File: config.mk
export PLATFORM = sky130hd
export DESIGN_NAME = reg_file_sb
export DESIGN_NICKNAME = d
export VERILOG_FILES = /design/src/rtl/reg_file_sb.sv
export SDC_FILE = /design/constraint.sdc
export NUM_CORES = 2
export LEC_CHECK = 0
export BUFFER_PORTS_ARGS = -buffer_cell sky130_fd_sc_hd__buf_2
export CAP_MARGIN = 25
export CELL_PAD_IN_SITES_DETAIL_PLACEMENT = 0
export CELL_PAD_IN_SITES_GLOBAL_PLACEMENT = 1
export CORE_ASPECT_RATIO = 0.5
export CORE_UTILIZATION = 35
export DETAILED_ROUTE_END_ITERATION = 10
export PLACE_DENSITY = 0.63
export SETUP_SLACK_MARGIN = 0.05
export SLEW_MARGIN = 20
export SYNTH_ARGS = -nofsm -noshare
export SYNTH_HDL_FRONTEND = slang
export SYNTH_SLANG_ARGS = --single-unit
File: constraint.sdc
create_clock -name clk -period 2.5 [get_ports clk]
set_input_delay 0.5 -clock clk [delete_from_list [all_inputs] [get_ports clk]]
set_output_delay 0.5 -clock clk [all_outputs]
set_load 0.01 [all_outputs]
File: src/rtl/reg_file_sb.sv
// rtl/reg_file_sb.sv - two-write/three-read register file with busy scoreboard, PC alias, CPSR
// Optional: define REG_FILE_BYPASS_EN to forward same-cycle write data onto the read ports.
module reg_file_sb #(
   parameter int                DATA_W   = 32,
   parameter int                NUM_REGS = 16,
   parameter int                ADDR_W   = 4,
   parameter logic [DATA_W-1:0] PC_RESET = '0,
   parameter int                PC_STEP  = 4
) (
   input  logic              clk,
   input  logic              rst_n,
   input  logic [ADDR_W-1:0] rd_addr1,
   input  logic [ADDR_W-1:0] rd_addr2,
   input  logic [ADDR_W-1:0] rd_addr3,
   output logic [DATA_W-1:0] rd_data1,
   output logic [DATA_W-1:0] rd_data2,
   output logic [DATA_W-1:0] rd_data3,
   output logic              rd_busy1,
   output logic              rd_busy2,
   output logic              rd_busy3,
   input  logic              wr_en1,
   input  logic [ADDR_W-1:0] wr_addr1,
   input  logic [DATA_W-1:0] wr_data1,
   input  logic              wr_en2,
   input  logic [ADDR_W-1:0] wr_addr2,
   input  logic [DATA_W-1:0] wr_data2,
   input  logic              claim_en,
   input  logic [ADDR_W-1:0] claim_addr,
   input  logic              pc_wr,
   input  logic [DATA_W-1:0] pc_in,
   input  logic              pc_inc,
   input  logic              cpsr_wr,
   input  logic [DATA_W-1:0] cpsr_in,
   output logic [DATA_W-1:0] pc,
   output logic [DATA_W-1:0] cpsr,
   output logic              wr_conflict
);

   localparam logic [ADDR_W-1:0] TOP  = ADDR_W'(NUM_REGS - 1);
   localparam logic [DATA_W-1:0] STEP = DATA_W'(PC_STEP);

   // The top address has no array entry: it is served by the PC register.
   logic [DATA_W-1:0]   regs [NUM_REGS-1];
   logic [NUM_REGS-2:0] busy;
   logic [DATA_W-1:0]   pc_q;
   logic [DATA_W-1:0]   pc_next;
   logic [DATA_W-1:0]   cpsr_q;
   logic                conflict_q;

   logic [ADDR_W-1:0]   ra   [3];
   logic [DATA_W-1:0]   rdat [3];
   logic                rbsy [3];

   always_ff @(posedge clk or negedge rst_n) begin
      if (!rst_n) begin
         for (int i = 0; i < NUM_REGS - 1; i++) regs[i] <= '0;
         busy <= '0;
      end else begin
         for (int i = 0; i < NUM_REGS - 1; i++) begin
            if (wr_en2 && wr_addr2 == ADDR_W'(i)) regs[i] <= wr_data2;
            else if (wr_en1 && wr_addr1 == ADDR_W'(i)) regs[i] <= wr_data1;
            // A claim landing with the write keeps the register pending.
            if (claim_en && claim_addr == ADDR_W'(i)) busy[i] <= 1'b1;
            else if ((wr_en2 && wr_addr2 == ADDR_W'(i)) ||
                     (wr_en1 && wr_addr1 == ADDR_W'(i))) busy[i] <= 1'b0;
         end
      end
   end

   always_comb begin
      pc_next = pc_q;
      if (pc_wr) pc_next = pc_in;
      else if (wr_en2 && wr_addr2 == TOP) pc_next = wr_data2;
      else if (wr_en1 && wr_addr1 == TOP) pc_next = wr_data1;
      else if (pc_inc) pc_next = pc_q + STEP;
   end

   always_ff @(posedge clk or negedge rst_n) begin
      if (!rst_n) begin
         pc_q       <= PC_RESET;
         cpsr_q     <= '0;
         conflict_q <= 1'b0;
      end else begin
         pc_q       <= pc_next;
         if (cpsr_wr) cpsr_q <= cpsr_in;
         conflict_q <= wr_en1 && wr_en2 && (wr_addr1 == wr_addr2);
      end
   end

   assign ra[0] = rd_addr1;
   assign ra[1] = rd_addr2;
   assign ra[2] = rd_addr3;

   always_comb begin
      for (int p = 0; p < 3; p++) begin
         rdat[p] = '0;
         rbsy[p] = 1'b0;
         if (ra[p] == TOP) begin
            rdat[p] = pc_q;
`ifdef REG_FILE_BYPASS_EN
            if (pc_wr) rdat[p] = pc_in;
            else if (wr_en2 && wr_addr2 == TOP) rdat[p] = wr_data2;
            else if (wr_en1 && wr_addr1 == TOP) rdat[p] = wr_data1;
`endif
         end else begin
            rdat[p] = regs[ra[p]];
            rbsy[p] = busy[ra[p]];
`ifdef REG_FILE_BYPASS_EN
            if (wr_en2 && wr_addr2 == ra[p]) begin
               rdat[p] = wr_data2;
               rbsy[p] = claim_en && (claim_addr == ra[p]);
            end else if (wr_en1 && wr_addr1 == ra[p]) begin
               rdat[p] = wr_data1;
               rbsy[p] = claim_en && (claim_addr == ra[p]);
            end
`endif
         end
      end
   end

   assign rd_data1    = rdat[0];
   assign rd_data2    = rdat[1];
   assign rd_data3    = rdat[2];
   assign rd_busy1    = rbsy[0];
   assign rd_busy2    = rbsy[1];
   assign rd_busy3    = rbsy[2];
   assign pc          = pc_q;
   assign cpsr        = cpsr_q;
   assign wr_conflict = conflict_q;

endmodule

==> Yosys cells after proc, flatten, opt, wreduce, memory -nomap -nowiden <==
Cells that the tools add are included.
{ "totals": {"reg_bits": 560, "in_bits": 160, "out_inout_bits": 164, "elab_cells": 274} }
{ "op_classes": {"addsub": 1, "n_lt_le_gt_ge": 6, "n_eq_ne": 48, "mux": 85, "n_bitwise": 3, "reduce_logical": 98} }
{ "ops": {"columns": ["op", "n"], "rows": [
  ["32-bit two-way mux", 43],
  ["32-bit binary-select mux with 4-bit select", 3],
  ["4-bit == test, second input constant", 26],
  ["2-bit nonzero test", 30],
  ["1-bit logical AND", 49],
  ["4-bit by 3-bit == test with 1-bit output, second input constant", 12],
  ["1-bit two-way mux", 36],
  ["32-bit by 3-bit adder with 32-bit output, second input constant", 1],
  ["4-bit by 2-bit == test with 1-bit output, second input constant", 6],
  ["5-bit greater-or-equal comparator, second input constant", 3],
  ["1-bit logical OR", 15],
  ["4-bit by 5-bit less-than comparator with 1-bit output, second input constant", 3],
  ["4-bit NOT with 5-bit output", 3],
  ["1-bit binary-select mux with 4-bit select", 3],
  ["4-bit by 1-bit == test with 1-bit output, second input constant", 3],
  ["4-bit logical NOT", 3],
  ["4-bit == test", 1],
  ["4-bit nonzero test", 1]
]} }

==> Longest topological paths before layout <==
{ "depth": {"word_depth": 5, "depth_mapped": 9, "depth_no_buf": 6} }

==> Worst setup path after synthesis <==
No wires, ideal clock.
{ "synth_path": {"kind": "in2out", "startpoint": "in rd_addr2[1]", "endpoint": "out rd_data2[17]", "arrival_ps": 2184, "t_required_ps": 2000, "path_slack_ps": -184, "path_stages": 6, "n_path_buf": 3, "cell_sequence": "buf_2 -> buf_2 -> buf_1 -> mux4_2 -> mux4_2 -> a21o_1"} }
{ "synth_via": {"elab_chain_len": 5, "elab_cells_between_ends": 6, "cone_classes": "1 x eq/ne; 4 x mux; 1 x bitwise"} }
{ "synth_rtl": {"columns": ["element", "line_no", "rtl"], "rows": [
  ["from (decl)", "13", "input logic [ADDR_W-1:0] rd_addr2,"],
  ["4-bit NOT with 5-bit output (implied by the code)", "106", "rdat[p] = regs[ra[p]];"],
  ["32-bit binary-select mux with 4-bit select", "106", null],
  ["32-bit two-way mux (implied by the code) (2 in a row)", "106", null],
  ["32-bit two-way mux *", "98", "if (ra[p] == TOP) begin"],
  ["to (decl)", "16", "output logic [DATA_W-1:0] rd_data2,"]
]} }
Mark *: on every way between the ends. The rest lies on a longest branch, timed or not. The select of a mux whose other input is x is not followed.

==> Worst setup path after layout <==
{ "layout_path": {"startpoint": "reg regs[354] (netlist bit)", "endpoint": "out rd_data1[2]"} }
{ "layout_via": {"elab_chain_len": 4} }
{ "layout_rtl": {"columns": ["element", "line_no", "rtl"], "rows": [
  ["from (decl)", "43", "logic [DATA_W-1:0] regs [NUM_REGS-1];"],
  ["from (signal, indexed assignment)", "60", "if (wr_en2 && wr_addr2 == ADDR_W'(i)) regs[i] <= wr_data2;"],
  ["from (signal, indexed assignment)", "61", "else if (wr_en1 && wr_addr1 == ADDR_W'(i)) regs[i] <= wr_data1;"],
  ["32-bit binary-select mux with 4-bit select", "106", null],
  ["32-bit two-way mux (implied by the code) (2 in a row)", "106", null],
  ["32-bit two-way mux", "98", null],
  ["to (decl)", "15", "output logic [DATA_W-1:0] rd_data1,"]
]} }
No other way between the ends. The select of a mux whose other input is x is not followed.

==> flow_metrics.py <==
metrics = {
    "drt": {
        "postRouteAntennaNets": 0,
        "wire_per_inst_microns": 31.0,
        "first_pass_iters": 5,
        "vias": 34900,
        "drc": 0,
        "viasPerCell": 6.20,
        "first_iter_violations": 3846,
        "routed_wl_microns": 175000,
    },
    "worst_hold_path": {
        "hold_path_class": "primary input to flop",
        "worst_hold_path.num_cells": 2,
    },
    "yosys": {
        "synth-seq-cells": 560,
        "ys.flop_type": "dfrtp_1",
        "yosysWarnings": 0,
        "yosysSeqAreaShare_pct": 35.6,
        "syn-num-nets": 3855,
        "syn_area_sq_mm": 0.0393,
        "async_reset_ff_share_pct": 100,
        "synth.avg_cell_area_sq_um": 10.6,
        "netlist-cell-type-count": 65,
        "synthCells": 3694,
        "synth-edff-count": 0,
    },
    "timing": {
        "tightest_slew_ps": 1060,
        "whs_ps": 60.6,
        "final.period_utilization_pct": 117,
        "hold_viol_final": 0,
        "maxSlewViolCount": 0,
        "rsz0062_at_grt": "true",
        "finalCriticalPeriod_ps": 2920,
        "setup_violations": 99,
        "finClkSkew_ps": 31.8,
        "slew_headroom_pct": 29.1,
        "max_freq_mhz": 342,
        "worst_slack_ps": -424,
    },
    "critical_path": {
        "crit_type": "flop to primary output",
        "required_ps": 2000,
        "crit_path_start_kind": "flop",
        "cp-end-kind": "primary output",
        "path_max_fanout": 4,
        "reg2regPathDepth": 5,
        "worstPathArrival_ps": 2420,
    },
    "pwr": {
        "p_leak_nw": 20.6,
        "powerDensity_mw_per_mm2": 713,
        "vdd_drop_max_v": 0.000618,
    },
    "floorplanning": {
        "chipHeight_microns": 239,
        "dieWidth_microns": 476,
        "ios": 324,
        "rows": 86,
        "core_area_sq_mm": 0.111,
        "start_util_pct": 35.5,
        "die_area_sq_mm": 0.114,
    },
    "global_route": {
        "track_usage_pct": 30.3,
        "globalRouteOverflowTotal": 0,
        "grt_pass1_wl_microns": 249000,
        "grt_pass1_vias": 34000,
        "grt_start_max_net_pins": 99,
        "antenna_found_initial": 18,
    },
    "cells_and_area": {
        "mostFrequentLayoutCells": "558 x dfrtp_1, 541 x mux2i_1, 368 x mux4_2",
        "final_common_cell": "dfrtp_1",
        "fin_util_pct": 44.3,
        "nets": 4247,
        "area_growth_pct": 24.8,
        "drive_gt1_share_pct": 34.8,
    },
    "clock_tree": {
        "clk_latency_ps": 690,
        "clock_sinks": 560,
        "path_clk_slew_ps": 70,
        "cts_made_buffers": 57,
        "clock_path_buffers": 3,
        "cts_tree": "done",
        "cts-root-buf": "clkbuf_16",
        "cts_max_level": 2,
    },
    "placement": {
        "gp_congestion": 0.931,
        "portBuffers": 323,
        "dp_hpwl_microns": 118000,
    },
    "run_status": {
        "violations": "negative setup slack",
        "status": "finished, violations left",
    },
    "job": {
        "cap_violations": 0,
    },
}
## layer usage
metal,vias to the layer above,wire length (microns),track usage [%],part of all wire [%]
met1,18000,73200,42.1,42
met3,375,15800,6.00,9.1
li1,14600,-,-,-
met4,8,7380,11.6,4.2
met2,1873,78400,46.5,45
met5,-,48,0,0.027
## registers in the layout, summed over array words and instances (netlist names)
signal       flops
pc              32
cpsr            32
regs           480
busy            15
wr_conflict      1
## area by class of cell
| cell class | count | area [sq um] |
|---|---|---|
| inverters | 6 | 22.5 |
| clock inverters | 13 | 179 |
| clock buffers | 86 | 1740 |
| fillers | 10500 | 61700 |
| well taps | 1496 | 1870 |
| repair buffers | 772 | 7090 |
| multi-input cells | 2689 | 24100 |
| flip-flops and latches | 560 | 14000 |
| diodes | 11 | 27.5 |
## critical path, stage by stage (launching register included)
cell and delay (ps):
dfrtp_1 440, mux4_2 480, mux4_2 520, a21o_1 180
buf_2 130
## stage by stage
| stage | instance area, sq um | setup TNS [ps] | worst slack (ps) | power, mW | std cells |
|---|---|---|---|---|---|
| after floorplan | 39500 | 0 | 27.5 | 20.5 | 3694 |
| after global placement | 45200 | -31420 | -433 | 24.3 | 5417 |
| after detailed placement | 45200 | -33020 | -439 | 24.7 | 5417 |
| after CTS | 48600 | -31230 | -439 | 34.6 | 5592 |
| after global routing | 49000 | -34600 | -453 | 36.5 | 5630 |
| final | 49100 | -29500 | -424 | 35.0 | 5633 |
## Yosys cell counts, types with 40 or more instances
cell type	n	area share, %
dfrtp_1	560	36
mux2i_1	543	14
mux4_2	368	21
nor2_1	361	3.4
a21oi_1	319	4.1
nand2_1	303	2.9
clkbuf_1	243	2.3
o21ai_0	222	2.8
buf_2	121	1.5
mux2_2	88	2.5
buf_1	62	0.59
o21a_1	52	0.99
o21ai_1	46	0.59
o22a_1	41	0.91
o22ai_1	40	0.64
## cell families after synthesis
family | share of synthesized area (%)
AOI/OAI and AO/OA | 13.3
xor gates and xnor gates | 0.379
adders and majority gates | 0.0318
buffers and inverters | 4.79
DFF | 35.6
muxes | 37.4
and+or+nand+nor | 8.46
## worst paths after layout
path                       slack, ps     endpoint         from
setup reg to reg                 160       pc[15]        pc[4]
setup / recovery                -420  rd_data1[2]    regs[354]
hold reg to reg                  500     cpsr[23]     cpsr[23]
max in group asynchronous       1240    regs[174]        rst_n
min in group asynchronous        320     cpsr[16]        rst_n
hold / removal                    60     cpsr[24]  cpsr_in[24]
## power by group
part           total [mW]  internal, mW  switching, mW
combinational        12.0          6.75           5.29
clock                9.31          5.16           4.15
sequential           13.6          11.2           2.40
total                35.0          23.1           11.8
## repair_timing
| action | CTS | global route |
|---|---|---|
| endpoints found under the hold margin | 32 | 0 |
| buffers inserted | 68 | 28 |
| setup endpoints to repair | 99 | 99 |
| gates cloned | 8 | 2 |
| hold buffers | 1 | 0 |
| resized for setup | 118 | 52 |
| pin swaps | 46 | 21 |
(Power assumes the default switching activity.)
